--- config.mk ---
export PLATFORM = sky130hd
export DESIGN_NAME = parity_gen
export DESIGN_NICKNAME = d
export VERILOG_FILES = /design/src/rtl/parity_gen.sv
export SDC_FILE = /design/constraint.sdc
export NUM_CORES = 1
export LEC_CHECK = 0
export CORE_AREA = 4 4 44 53
export CTS_BUF_LIST = sky130_fd_sc_hd__clkbuf_8
export DETAILED_ROUTE_END_ITERATION = 6
export DIE_AREA = 0 0 48 57
export PLACE_DENSITY = 0.76
export SLEW_MARGIN = 30
export SYNTH_ARGS = -nofsm -noshare
export SYNTH_HDL_FRONTEND = slang
export SYNTH_SLANG_ARGS = --single-unit
--- constraint.sdc ---
create_clock -name clk -period 4.3 [get_ports clk]
set_input_delay 0.86 -clock clk [delete_from_list [all_inputs] [get_ports clk]]
set_output_delay 0.86 -clock clk [all_outputs]
set_load 0.005 [all_outputs]
--- src/rtl/parity_gen.sv ---
// parity_gen: registered even/odd parity, population count and running stream
// parity for words entering the link transmit path. One cycle latency, no stall.
// Optional receive-side checking (parity_in / parity_err / err_sticky) is
// compiled in when PARITY_GEN_CHECK_EN is defined.
module parity_gen #(
    parameter int DATA_W = 8,
    parameter int CNT_W  = $clog2(DATA_W + 1)
) (
    input  logic              clk,
    input  logic              rst,
    input  logic [DATA_W-1:0] data_in,
    input  logic              in_valid,
    input  logic              odd_sel,
    input  logic              acc_clear,
`ifdef PARITY_GEN_CHECK_EN
    input  logic              parity_in,
    output logic              parity_err,
    output logic              err_sticky,
`endif
    output logic [DATA_W-1:0] data_out,
    output logic              parity,
    output logic [CNT_W-1:0]  ones_count,
    output logic              out_valid,
    output logic              acc_parity
);

    // Single-stage pipeline: [0] is the incoming valid, [1] is the output valid.
    localparam int STAGES = 1;

    logic [STAGES:0]  vld_pipe;
    logic             par_next;
    logic [CNT_W-1:0] cnt_next;

    assign vld_pipe[0] = in_valid;
    assign out_valid   = vld_pipe[STAGES];

    // Parity of the incoming word; odd mode is simply the inverted XOR reduction.
    always_comb begin
        par_next = (^data_in) ^ odd_sel;
    end

    // Full population count; CNT_W is wide enough that all-ones does not wrap.
    always_comb begin
        cnt_next = '0;
        for (int i = 0; i < DATA_W; i++) begin
            cnt_next = cnt_next + CNT_W'(data_in[i]);
        end
    end

    // Valid shift register; an in-flight word is dropped on reset.
    always_ff @(posedge clk) begin
        if (rst) begin
            vld_pipe[STAGES:1] <= '0;
        end else begin
            vld_pipe[STAGES:1] <= vld_pipe[STAGES-1:0];
        end
    end

    // Output word registers; hold their value through gaps in in_valid.
    always_ff @(posedge clk) begin
        if (rst) begin
            data_out   <= '0;
            parity     <= 1'b0;
            ones_count <= '0;
        end else if (in_valid) begin
            data_out   <= data_in;
            parity     <= par_next;
            ones_count <= cnt_next;
        end
    end

    // Running stream parity; a clear takes effect before the same-cycle word is folded in.
    always_ff @(posedge clk) begin
        if (rst) begin
            acc_parity <= 1'b0;
        end else if (acc_clear) begin
            acc_parity <= in_valid & par_next;
        end else if (in_valid) begin
            acc_parity <= acc_parity ^ par_next;
        end
    end

`ifdef PARITY_GEN_CHECK_EN
    logic err_next;

    // Received parity bit disagrees with the locally computed one.
    always_comb begin
        err_next = par_next ^ parity_in;
    end

    // Per-word error flag follows the same hold rules as parity.
    always_ff @(posedge clk) begin
        if (rst) begin
            parity_err <= 1'b0;
        end else if (in_valid) begin
            parity_err <= err_next;
        end
    end

    // Sticky error: a new mismatch wins over a same-cycle acc_clear.
    always_ff @(posedge clk) begin
        if (rst) begin
            err_sticky <= 1'b0;
        end else if (in_valid && err_next) begin
            err_sticky <= 1'b1;
        end else if (acc_clear) begin
            err_sticky <= 1'b0;
        end
    end
`endif

endmodule

==> key figures, run 1 <==
Outcome
  – Status: finished clean

STA
  – Setup WS post-layout: roughly 520 ps
  – Minimum clock period: ~3800 ps
  – Skew final: 0 ps
  – Final hold vios: 0
  – Slew HR: 0.539
  – Fin crit share: 0.878
  – Final max-slew violation count: 0
  – TNS Setup: 0 ps
  – Fmax: between 0.2 and 0.3 GHz
  – Actual slew at the worst max-slew pin: between 600 and 700 ps
  – Worst hold slack: ~460 ps
  – RSZ-0062 raised after global routing: false
  – Final setup vio count: 0

Clock network
  – H-tree depth: 1
  – CTS tree: yes
  – CTS max path bufs: 2
  – Post-CTS setup buffer count: 0
  – Root Buffer: clkbuf_8
  – Clock latency on the worst-skew pair: 240 ps
  – Total CTS buffers: 3
  – CTS resizes: 0
  – Sink Count: 15
  – Clk slew on worst S/H paths: ~60 ps
  – Post-CTS Hold Fix Bufs: 0

Critical path
  – Endpoint type of the worst setup path: register
  – Max Fanout on Critical Path: 3
  – WP data arrival: 3890 ps
  – WS Path Type: in2reg
  – Startpoint types: primary input
  – WP data required: ~4400 ps

Detailed routing
  – DRC: 0
  – Drt total wl: around 1400 um
  – DRT Pass-1 Iters: 2
  – Iter 0 DRT Violations: 2
  – DR vias/cell: roughly 4.5
  – ANT nets after route: 0
  – Via count: about 590
  – Avg WL per Cell: 10.8 um

Power and ir drop
  – PwrDens: 350 nW/um2
  – Max IR drop VDD: about 0.2 mV
  – Leak Pwr: between 0.0005 and 0.0006 uW

Yosys
  – Warnings, synthesis: 0
  – Post-Syn Area: between 700 and 800 um2
  – Post-synthesis sequential area ratio: 0.380
  – Yosys reg bits: 15
  – Netlist cell types: 19
  – Cells after synthesis: 84
  – Mean Syn Cell Area: around 9.4 um2
  – Syn Nets: about 110

Final layout
  – Nets: approximately 130
  – Layout cell share with drive strength beyond 1: 0.0450
  – # fillers: roughly 170
  – Ant diodes: 0
  – Area delta synth->final: 40.4%

Placed design
  – Port-buffer cells: 27
  – GP Congestion: 0.688
  – Dpl ws: between 200 and 300 ps
  – Detailed placement HPWL: approximately 1200 um

Die
  – Initial Utilization: 0.432
  – I/O Pins: 28
  – Cell Rows: 17
  – Die area: 2740 um2
  – Die Span Y: 57 um
  – Die Wd: between 40 and 50 um
  – Core footprint: approximately 1800 um2

Global routing
  – Vias in the first global route: between 600 and 700
  – Global-route wire length before repair: ~2500 um
  – Gr usage total: 0.120
  – Pin count of the biggest net entering global routing: 17
  – Gr ovfl total: 0
  – Initial antenna violation count: 0

Worst hold path
  – Kind of path behind the tightest hold check: reg2reg

Run
  – Max-cap violations: 0
==> synthesized netlist by cell type <==
master / number / area, um2
ha_1: 4 / 50.1
mux2_4: 1 / 15.0
inv_1: 14 / 52.6
clkbuf_1: 2 / 7.51
nor2_1: 13 / 48.8
a21o_1: 1 / 7.51
inv_2: 1 / 3.75
xor2_1: 2 / 17.5
mux2i_1: 9 / 90.1
dfxtp_1: 15 / 300
nor3b_1: 1 / 7.51
buf_4: 1 / 7.51
nand3_1: 1 / 5.00
xnor2_1: 6 / 52.6
nand2_1: 3 / 11.3
a21oi_1: 4 / 20.0
fa_1: 4 / 80.1
buf_2: 1 / 5.00
a211oi_1: 1 / 7.51
==> cell families (layout without fill, tap and decap cells) <==
family	count (synthesis)	count (layout)	synth area share
AO/OA/AOI/OAI	6	6	0.0444
XOR/XNOR	8	8	0.0888
adder cells (fa/ha/maj)	8	8	0.165
buffers and inverters	19	46	0.0967
flip-flops	15	15	0.380
multiplexers	10	10	0.133
AND/OR/NAND/NOR	18	18	0.0919
==> per-layer routing <==
| metal | track usage | wire length, um | vias up |
|---|---|---|---|
| met5 | 0 | 0 | - |
| met4 | 0.0346 | 0 | 0 |
| met3 | 0.0315 | 94 | 0 |
| met2 | 0.204 | 702 | 17 |
| met1 | 0.143 | 602 | 259 |
| li1 | - | - | 310 |
==> flip-flops by register name (all words and copies together), names as in the netlist <==
| name | cells |
|---|---|
| parity | 1 |
| acc_parity | 1 |
| out_valid | 1 |
| data_out | 8 |
| ones_count | 4 |
==> final cells by class <==
type | instances | area [um2] | area share
tap | 19 | 23.8 | 0.0214
timing repair buffer | 27 | 270 | 0.244
sequential | 15 | 300 | 0.271
clock inverter | 1 | 3.75 | 0.00339
multi-input combinational | 50 | 413 | 0.372
clock buffer | 3 | 41.3 | 0.0372
inverter | 15 | 56.3 | 0.0508
==> report_power, final <==
| part | leakage (uW) | internal [uW] | switching [uW] |
|---|---|---|---|
| Clock | 0.0000269 | 63.0 | 44.7 |
| Sequential | 0.000124 | 153 | 6.60 |
| Combinational | 0.000364 | 70.5 | 50.7 |
| Total | 0.000515 | 286 | 102 |
==> critical path: stages <==
cell             delay (ps)
clkdlybuf4s50_1         510
inv_1                    80
fa_1                    550
fa_1                    430
fa_1                    440
inv_1                    70
ha_1                    150
inv_1                    60
fa_1                    380
xor2_1                  140
nor2_1                   50
a21oi_1                 120
nor2_1                   50
==> placed cells by master (no fill, tap or decap) <==
cell type / n
xor2_1: 2
inv_1: 15
nor2_1: 13
fa_1: 4
ha_1: 4
nor3b_1: 1
a21oi_1: 4
a211oi_1: 1
dfxtp_1: 15
inv_2: 1
clkdlybuf4s50_1: 27
mux2_4: 1
clkbuf_8: 3
mux2i_1: 9
nand2_1: 3
nand3_1: 1
xnor2_1: 6
a21o_1: 1
==> path summary, 6_finish.rpt <==
| path | from | endpoint | slack [ps] | cells past startpoint |
|---|---|---|---|---|
| max | data_in[0] | ones_count[2]$_SDFFE_PP0P_ | 520 | 13 |
| min | ones_count[3]$_SDFFE_PP0P_ | ones_count[3]$_SDFFE_PP0P_ | 460 | 2 |
| max reg2reg | acc_parity$_SDFFE_PP0P_ | acc_parity$_SDFFE_PP0P_ | 3460 | 2 |
| min reg2reg | ones_count[3]$_SDFFE_PP0P_ | ones_count[3]$_SDFFE_PP0P_ | 460 | 2 |
==> stage by stage <==
step	area, um2	cells	total power, uW	utilization
floorplan	790	84	233	-
detailed placement	1060	126	286	0.581
global placement	1060	126	281	0.581
global route	1110	130	416	0.606
CTS	1110	130	396	0.606
finish	1110	130	388	0.606
(Power assumes the default switching activity.)
==> inputs of run 2 (changes only) <==
PLACE_DENSITY = 0.77   (was 0.76)
clock period = 3.7 ns   (was 4.3 ns; I/O delays follow)
==> run 2 against run 1 <==
Net effect: sequential power increased by 16%; via count up 8.5%; global-route usage fell by 0.26 points; cell area is 3.2% higher; die area stayed put; clock-buffer cell count stayed put; final cell count grew 2.3%; total power rose by 18%; flip-flop and latch count unchanged; non-clock buffer count is 3 higher; critical endpoint unchanged.
==> key figures, run 2 (synthesis gave the netlist of run 1 again) <==
Outcome
  – Status: finished clean

Placed design
  – GP Congestion: roughly 0.71
  – Detailed placement HPWL: 1130 um
  – Port-buffer cells: 27
  – Post-place instance area: 1090 um2
  – DP Cell Count: about 130
  – Dpl ws: -118 ps

Global routing
  – Vias in the first global route: 608
  – Gr ovfl total: 0
  – Pin count of the biggest net entering global routing: 17
  – Gr usage total: 0.118
  – Global-route wire length before repair: approximately 2400 um
  – Initial antenna violation count: 0

Final layout
  – Nets: 136
  – Top flop regs: data_out (8), ones_count (4)
  – Layout Cells excl Fill: about 130
  – Reg with most FFs: data_out
  – Area delta synth->final: 44.8%
  – Commonest non-fill, non-tap cell in the layout: clkdlybuf4s50_1
  – Design area: ~1100 um2
  – Most frequent cells in the layout: 24 x clkdlybuf4s50_1, 15 x dfxtp_1, 14 x inv_1
  – Layout cell share with drive strength beyond 1: 0.0965
  – Largest register FFs: 8
  – Ant diodes: 0

Clock network
  – Clk slew on worst S/H paths: ~60 ps
  – Total CTS buffers: 3
  – Clock latency on the worst-skew pair: between 200 and 250 ps
  – Sink Count: 15
  – CTS max path bufs: 2
  – H-tree depth: 1
  – Root Buffer: clkbuf_8
  – Post-CTS Hold Fix Bufs: 0
  – CTS tree: yes

Critical path
  – Slowest CP cell: fa_1
  – Critical path's top delay family: adder cells
  – Crit-path most repeated cell: fa_1
  – WP buf/inv: 4
  – Endpoint type of the worst setup path: register
  – WS Path Type: in2reg
  – Max incr delay on CP: approximately 560 ps
  – WP data required: between 3000 and 4000 ps
  – R2R Setup Slk: approximately 2900 ps
  – WP data arrival: between 3000 and 4000 ps
  – CP cell instances: dlymetal6s2s_1 -> inv_2 -> fa_1 -> fa_1 -> fa_1 -> inv_1 -> ha_2 -> inv_1 -> fa_2 -> xor2_1 -> nor2_1 -> a21oi_1 -> nor2_1
  – Max Fanout on Critical Path: 2
  – Startpoint types: primary input

Die
  – Core footprint: ~1800 um2
  – Initial Utilization: 0.432
  – Die Wd: ~48 um
  – I/O Pins: 28
  – Cell Rows: 17
  – Die Span Y: 57 um
  – Die area: about 2700 um2

STA
  – Fin crit share: 0.888
  – Skew final: 0 ps
  – RSZ-0062 raised after global routing: false
  – Slew HR: 0.540
  – Final max-slew violation count: 0
  – Final setup vio count: 0
  – Actual slew at the worst max-slew pin: approximately 690 ps
  – Fmax: around 0.30 GHz
  – Minimum clock period: 3280 ps
  – Setup WS post-layout: about 420 ps
  – Final hold vios: 0

Power and ir drop
  – Tot Pwr: between 400 and 500 uW
  – Leak Pwr: ~0.00055 uW
  – PwrDens: 399 nW/um2
  – Max IR drop VDD: ~0.22 mV

Detailed routing
  – DRC: 0
  – Via count: between 600 and 700
  – Iter 0 DRT Violations: 4
  – DR vias/cell: approximately 4.8
  – Drt total wl: roughly 1400 um
  – Avg WL per Cell: ~11 um
  – DRT Pass-1 Iters: 2
  – ANT nets after route: 0

Run
  – Max-cap violations: 0

Worst hold path
  – Kind of path behind the tightest hold check: reg2reg
run 2: where the power goes:
part | internal, uW | leakage (uW) | switching, uW
Combinational | 85.3 | 0.000402 | 59.6
Sequential | 178 | 0.000124 | 7.64
Clock | 73.3 | 0.0000269 | 53.4
Total | 336 | 0.000553 | 121
run 2: through the flow:
| step | hold WS [ps] | TNS (ps) | util |
|---|---|---|---|
| 2_1_floorplan | 455 | 0 | - |
| 3_3_place_gp | 455 | -135 | 0.594 |
| 3_5_place_dp | 463 | -187 | 0.594 |
| 4_1_cts | 470 | 0 | 0.618 |
| 5_1_grt | 488 | 0 | 0.625 |
| 6_report | 468 | 0 | 0.625 |
run 2: final cells by class:
class	instances	area [um2]
inverters	15	56.3
flip-flops and latches	15	300
well taps	19	23.8
multi-input cells	50	418
repair buffers	30	300
fillers	153	686
clock buffers	3	41.3
clock inverters	1	3.75
run 2: final timing paths:
kind                                   start                    endpoint  cells past startpoint
setup / recovery                  data_in[3]  ones_count[2]$_SDFFE_PP0P_                     13
hold / removal    ones_count[3]$_SDFFE_PP0P_  ones_count[3]$_SDFFE_PP0P_                      2
setup reg to reg     acc_parity$_SDFFE_PP0P_     acc_parity$_SDFFE_PP0P_                      2
hold reg to reg   ones_count[3]$_SDFFE_PP0P_  ones_count[3]$_SDFFE_PP0P_                      2
run 2: layer usage:
metal,GRT usage,up-vias,wire (um)
met5,0,-,0
met4,0.0346,0,22
met3,0.0252,3,121
met2,0.193,20,707
met1,0.150,294,568
li1,-,319,-
run 2: timing repair:
item | 4_1_cts | 5_1_grt
setup buffers | 0 | 0
gates resized for setup | 0 | 6
setup endpoints to repair | 0 | 1
run 2: worst reg2reg max path, stage by stage (launching register included):
cell	delay [ps]
dfxtp_1	310
nor3b_1	130
mux2_4	270
==> inputs of run 3 (changes only) <==
MAX_ROUTING_LAYER = met4   (was not set)
PLACE_DENSITY = 0.89   (was 0.77)
==> run 3 against run 2 <==
Net effect: hold slack better by 5.3 ps; first-iteration DRC count rose to 3.0 times the previous value; global-route usage rose by 2.9 points; cell area shrank 0.11%; largest cell class unchanged; register-to-register slack barely moved.
==> key figures, run 3 (synthesis gave the netlist of run 1 again) <==
Die
  – Initial Utilization: 0.432
  – Core footprint: 1830 um2
  – Die Wd: approximately 48 um
  – Cell Rows: 17
  – Die Span Y: about 57 um
  – Die area: around 2700 um2
  – I/O Pins: 28

Critical path
  – WP data required: between 3000 and 4000 ps
  – Startpoint types: primary input
  – WS Path Type: in2reg
  – Reg2reg path depth: 2
  – Max Fanout on Critical Path: 2
  – Endpoint type of the worst setup path: register
  – WP data arrival: around 3700 ps

Final layout
  – Nets: 136
  – Largest register FFs: 8
  – Commonest non-fill, non-tap cell in the layout: clkdlybuf4s50_1
  – Design area: around 1100 um2
  – Layout cell share with drive strength beyond 1: 0.0965
  – Reg with most FFs: data_out
  – Final core occ: 0.624
  – Top flop regs: data_out (8), ones_count (4)
  – Ant diodes: 0
  – Layout Cells excl Fill: about 130
  – Most frequent cells in the layout: 25 x clkdlybuf4s50_1, 15 x dfxtp_1, 14 x inv_1
  – Area delta synth->final: 44.7%

Clock network
  – CTS max path bufs: 2
  – Clock latency on the worst-skew pair: roughly 250 ps
  – Root Buffer: clkbuf_8
  – CTS tree: yes
  – Sink Count: 15
  – Post-CTS setup buffer count: 0
  – Total CTS buffers: 3
  – Clk slew on worst S/H paths: 60 ps
  – H-tree depth: 1

Detailed routing
  – DRC: 0
  – Drt total wl: between 1500 and 2000 um
  – Iter 0 DRT Violations: 12
  – ANT nets after route: 0
  – Avg WL per Cell: about 13 um
  – DR vias/cell: about 4.8
  – DRT Pass-1 Iters: 4
  – Via count: ~630

STA
  – Final max-slew violation count: 0
  – Slew HR: 0.507
  – Fin crit share: 0.970
  – RSZ-0062 raised after global routing: false
  – Fmax: 0.279 GHz
  – Final hold vios: 0
  – Skew final: 0 ps
  – Final setup vio count: 0
  – Actual slew at the worst max-slew pin: around 740 ps
  – TNS Setup: 0 ps
  – Minimum clock period: ~3600 ps

Outcome
  – Status: finished clean

Global routing
  – Pin count of the biggest net entering global routing: 17
  – Initial antenna violation count: 0
  – Gr ovfl total: 0
  – Gr usage total: 0.147
  – Vias in the first global route: ~680
  – Global-route wire length before repair: 2820 um

Worst hold path
  – Hold path cells: 2
  – Kind of path behind the tightest hold check: reg2reg

Run
  – Max-cap violations: 0

Placed design
  – Detailed placement HPWL: around 1300 um
  – GP Congestion: roughly 0.75
  – Port-buffer cells: 27
  – DP Cell Count: approximately 130
  – Post-place instance area: 1090 um2

Power and ir drop
  – Max IR drop VDD: 0.257 mV
  – PwrDens: 409 nW/um2
  – Leak Pwr: 0.000543 uW
  – Tot Pwr: around 470 uW
[run 3: cell count changes in the layout (fill, tap and decap cells not counted)]
| cell | delta |
|---|---|
| clkinv_2 | +1 |
| inv_2 | -1 |
| dlymetal6s2s_1 | -1 |
| clkdlybuf4s50_1 | +1 |
[run 3: through the flow]
step                setup slack, ps  hold slack (ps)
floorplan                       484              455
global placement              -95.4              456
detailed placement             -158              465
CTS                            57.7              475
global route                   15.5              512
finish                          110              473
[run 3: worst paths after layout]
path / from / to / slack [ps]
max: data_in[0] / ones_count[2]$_SDFFE_PP0P_ / 110
min: parity$_SDFFE_PP0P_ / parity$_SDFFE_PP0P_ / 470
max reg2reg: acc_parity$_SDFFE_PP0P_ / acc_parity$_SDFFE_PP0P_ / 2860
min reg2reg: parity$_SDFFE_PP0P_ / parity$_SDFFE_PP0P_ / 470
[run 3: cell type report]
type | count | area [um2]
inverters | 15 | 56.3
multi-input cells | 50 | 418
clock inverters | 1 | 5.00
clock buffers | 3 | 41.3
fillers | 145 | 687
repair buffers | 30 | 298
well taps | 19 | 23.8
flip-flops and latches | 15 | 300
[run 3: layer usage]
layer / vias to the layer above / GRT usage / part of all wire
li1: 316 / - / -
met1: 288 / 0.160 / 0.39
met2: 23 / 0.242 / 0.52
met3: 5 / 0.0379 / 0.075
met4: 0 / 0.0577 / 0.020
met5: - / - / 0
[run 3: what timing repair did]
| action | 4_1_cts | 5_1_grt |
|---|---|---|
| hold endpoints to repair | 0 | 0 |
| gates resized for setup | 0 | 4 |
| hold buffers | 0 | 0 |
| endpoints found under the setup margin | 0 | 1 |
[run 3: worst max-delay path, stage by stage]
cell             delay (ps)
clkdlybuf4s50_1         480
inv_1                    50
fa_1                    460
fa_1                    530
fa_1                    410
inv_1                    70
ha_2                    190
inv_1                    60
fa_2                    330
xor2_1                  160
nor2_1                   50
a21oi_1                 120
nor2_1                   50
[run 3: power breakdown]
group	internal [uW]	total (uW)	switching (uW)
logic	86.4	151	64.4
registers	178	186	8.18
clock network	74.6	131	56.3
==> RTL change 1: new RTL, config.mk and constraints of run 3 <==
Set the parameter `DATA_W` to 4 (it was 8).
--- a/src/rtl/parity_gen.sv
+++ b/src/rtl/parity_gen.sv
@@ -5,3 +5,3 @@
 module parity_gen #(
-    parameter int DATA_W = 8,
+    parameter int DATA_W = 4,
     parameter int CNT_W  = $clog2(DATA_W + 1)
Interface: changed (resized data_in, data_out and ones_count); port bits go from 28 to 19. No check against the original RTL was run, so the function may have changed too.
==> RTL change 1 against run 3 <==
Register-to-register slack gained 20 ps; wire length shrank 43%; cell count shrank 37%; global-route usage shrank 5.8 points; sequential power shrank 35%; synthesized area shrank 41%; sequential cell count shrank 5; total power shrank 38%; cell area shrank 39%; combinational power shrank 61%; core utilization shrank 24 points; setup slack gained 1200 ps; largest power group unchanged.
==> RTL change 1: results (changes against run 3) <==
TritonRoute pass-1 iters: 2 (was 4)
Synth Area in Compound Gates: 0.02162 (was 0.04437)
number of global-route vias before repair: 376 (was 684)
hold_ws: 479.0 ps (was 473.3 ps)
CTS sink count: 10 (was 15)
worst reg-to-reg setup slack: 2880 ps (was 2860 ps)
number of fillers in the final layout: 184 (was 145)
Top Registers: data_out x4, ones_count x3 (was data_out x8, ones_count x4)
clk cell area share: 0.05925 (was 0.04053)
bufs w/o clock: 18 (was 30)
LEAKAGE: 0.3152 nW (was 0.5431 nW)
dpl cell area: 655.6 um2 (was 1086 um2)
ranking of synthesized cells by area: dfxtp_1, mux2i_1, ha_1, nor2_1, inv_1 (was dfxtp_1, mux2i_1, fa_1, inv_1, xnor2_1)
Inverters: 6 (was 15)
WP data arrival: 2520 ps (was 3710 ps)
DR vias/cell: 4.310 (was 4.752)
dpl ws: 1024 ps (was -158.1 ps)
Placed Cells: 81 (was 129)
sequential area share after synthesis: 0.4324 (was 0.3803)
Metal-1 WL: 401 um (was 658 um)
routability congestion estimate: 0.6839 (was 0.7464)
multi-input gates: 28 (was 50)
final WL: 971 um (was 1696 um)
Initial DRC Count: 2 (was 12)
status: complete, no violations (unchanged)
syn_nets: 59 (was 105)
Area growth, synth to finish: 50.54% (was 44.69%)
worst vdd ir: 0.1979 mV (was 0.2570 mV)
peak fanout along the critical path: 3 (was 2)
Synth Instances: 46 (was 84)
top post-synthesis cells by count: dfxtp_1, mux2i_1, nor2_1 (was dfxtp_1, inv_1, nor2_1)
metal3 WL: 95 um (was 128 um)
WL met2: 452 um (was 874 um)
RTL change 1: cell types whose count changed in the layout (fill, tap and decap cells not counted), sizes merged, moves of 3 or more:
| cell | delta |
|---|---|
| fa | -3 |
| dfxtp | -5 |
| clkdlybuf4s50 | -7 |
| xnor2 | -4 |
| buf | -3 |
| inv | -9 |
| nor2 | -6 |
RTL change 1: power by group:
group | leakage (nW) | total, mW | switching, mW | internal (mW)
registers | 0.0825 | 0.121 | 0.00442 | 0.117
clock network | 0.0216 | 0.112 | 0.0405 | 0.0711
logic | 0.211 | 0.0591 | 0.0223 | 0.0367
total | 0.315 | 0.292 | 0.0673 | 0.225
RTL change 1: path summary, 6_finish.rpt:
| kind | to | cells after the start |
|---|---|---|
| worst min-delay path | parity | 2 |
| worst min register to register | parity | 2 |
| worst max-delay path | ones_count[1] | 8 |
| worst max register to register | acc_parity | 2 |
RTL change 1: tightest hold or removal path, cell delays in order (launching register included):
cell and delay, ps:
dfxtp_1 310, nand2b_1 60, a21oi_1 60
==> RTL change 2: new RTL, flow settings as in run 3 <==
Made on the original files. Add an input register stage for `data_in` and `odd_sel`, with the module's reset; this delays them by one clock. The other inputs are not delayed to match.
--- a/src/rtl/parity_gen.sv
+++ b/src/rtl/parity_gen.sv
@@ -29,2 +29,15 @@
 
+    logic [DATA_W-1:0] data_q;
+    logic odd_sel_q;
+
+    always_ff @(posedge clk) begin
+        if (rst) begin
+            data_q    <= '0;
+            odd_sel_q <= '0;
+        end else begin
+            data_q    <= data_in;
+            odd_sel_q <= odd_sel;
+        end
+    end
+
     logic [STAGES:0]  vld_pipe;
@@ -38,3 +51,3 @@
     always_comb begin
-        par_next = (^data_in) ^ odd_sel;
+        par_next = (^data_q) ^ odd_sel_q;
     end
@@ -45,3 +58,3 @@
         for (int i = 0; i < DATA_W; i++) begin
-            cnt_next = cnt_next + CNT_W'(data_in[i]);
+            cnt_next = cnt_next + CNT_W'(data_q[i]);
         end
@@ -65,3 +78,3 @@
         end else if (in_valid) begin
-            data_out   <= data_in;
+            data_out   <= data_q;
             parity     <= par_next;
Function: changed (a bounded check fails within 4 cycles, from zero or initial values and one cycle with rst high).
==> RTL change 2 against run 3 <==
Critical path depth is 2 lower; cell area grew 19%; non-clock buffer count shrank 3; setup slack better by 640 ps; total power is 25% higher; first-iteration DRC count is 67% lower; combinational power down 20%; via count up 12%; wire length rose by 6.3%; core utilization increased by 12 points; sequential cell count increased by 9; die area is the same; synthesized area grew 31%; critical endpoint unchanged.
==> RTL change 2: results (changes against run 3) <==
status: complete, no violations (unchanged)
nets: 149 (was 136)
R2R Path Start: data_q[1] (was acc_parity)
peak fanout along the critical path: 3 (was 2)
mux cell area share after synthesis: 0.1117 (was 0.1331)
Worst Hold Path EP: ones_count[3] (was parity)
ranking of synthesized cells by area: dfxtp_1, mux2i_1, fa_1, nor2b_1, xnor2_1 (was dfxtp_1, mux2i_1, fa_1, inv_1, xnor2_1)
WP data arrival: 3080 ps (was 3710 ps)
seq pwr: 287 uW (was 186 uW)
ys flop type: dfxtp_1 (unchanged)
worst reg-to-reg setup slack: 750 ps (was 2860 ps)
Top Registers: data_out x8, data_q x8, ones_count x4 (was data_out x8, ones_count x4)
Synth Area in Compound Gates: 0.02913 (was 0.04437)
final WL: 1803 um (was 1696 um)
Initial DRC Count: 4 (was 12)
routability congestion estimate: 0.7248 (was 0.7464)
Antenna Cells: 0 (unchanged)
Slew headroom: 0.4610 (was 0.5066)
number of fillers in the final layout: 134 (was 145)
number of global-route vias before repair: 767 (was 684)
clk slew on worst S/H paths: 80 ps (was 60 ps)
hold_ws: 474.3 ps (was 473.3 ps)
Slowest Stage Delay on Critical Path: 510 ps (was 530 ps)
LEAKAGE: 0.5919 nW (was 0.5431 nW)
top post-synthesis cells by count: dfxtp_1, inv_1, nor2_1 (unchanged)
synth unique cells: 20 (was 19)
final core utilization: 0.7435 (was 0.6245)
global-route wire length before repair: 3187 um (was 2815 um)
syn_nets: 121 (was 105)
largest net degree at the start of global routing: 26 (was 17)
internal cell power: 442.9 uW (was 338.7 uW)
xor and xnor area share after synthesis: 0.06796 (was 0.08875)
vias: 706 (was 632)
worst vdd ir: 0.4554 mV (was 0.2570 mV)
Final HPWL DP: 1400 um (was 1272 um)
layout cell share with drive strength beyond 1: 0.03937 (was 0.09649)
GRT Resource Usage Total: 0.1643 (was 0.1466)
post-synthesis adder-cell area fraction: 0.1262 (was 0.1648)
sequential area share after synthesis: 0.4660 (was 0.3803)
Combinational Power Share: 0.206 (was 0.323)
hold_sp: ones_count[3] (was parity)
R2R depth: 11 (was 2)
Psw: 140.9 uW (was 128.8 uW)
R2R Path End: ones_count[2] (was acc_parity)
==> RTL change 2: cell types whose count changed in the layout (fill, tap and decap cells not counted), sizes merged, moves of 2 or more <==
cell | before | now
clkdlybuf4s50 | 25 | 27
dfxtp | 15 | 24
nand2 | 3 | 1
buf | 3 | 0
dlymetal6s2s | 2 | 0
nand2b | 0 | 2
nor2 | 13 | 11
nor2b | 0 | 10
==> RTL change 2: area by class of cell <==
| type | instances | area share |
|---|---|---|
| flip-flops and latches | 24 | 0.3533 |
| repair buffers | 27 | 0.1987 |
| inverters | 14 | 0.03864 |
| clock buffers | 4 | 0.04048 |
| multi-input cells | 58 | 0.3514 |
| well taps | 19 | 0.01748 |
==> RTL change 2: worst max path at each step <==
stage | endpoint | from | slack, ps
3_3_place_gp | ones_count[2] | data_q[0] | 850
5_1_grt | ones_count[2] | data_q[1] | 590
3_5_place_dp | ones_count[2] | data_q[1] | 740
2_1_floorplan | ones_count[2] | data_q[0] | 900
4_1_cts | ones_count[2] | data_q[1] | 730
6_report | ones_count[2] | data_q[1] | 750
==> RTL change 2: metrics by stage <==
stage / setup slack (ps) / area, um2 / cells
finish: 746.4 / 1360 / 146
global route: 593.1 / 1360 / 146
CTS: 728.9 / 1360 / 146
detailed placement: 740.8 / 1305 / 142
global placement: 846.7 / 1305 / 142
floorplan: 902.7 / 1031 / 100
==> RTL change 2: routing by layer <==
| metal | global-route usage | wire length, um |
|---|---|---|
| met5 | - | 0 |
| met4 | 0.06923 | 40 |
| met3 | 0.01893 | 64 |
| met2 | 0.2836 | 990 |
| met1 | 0.1796 | 707 |
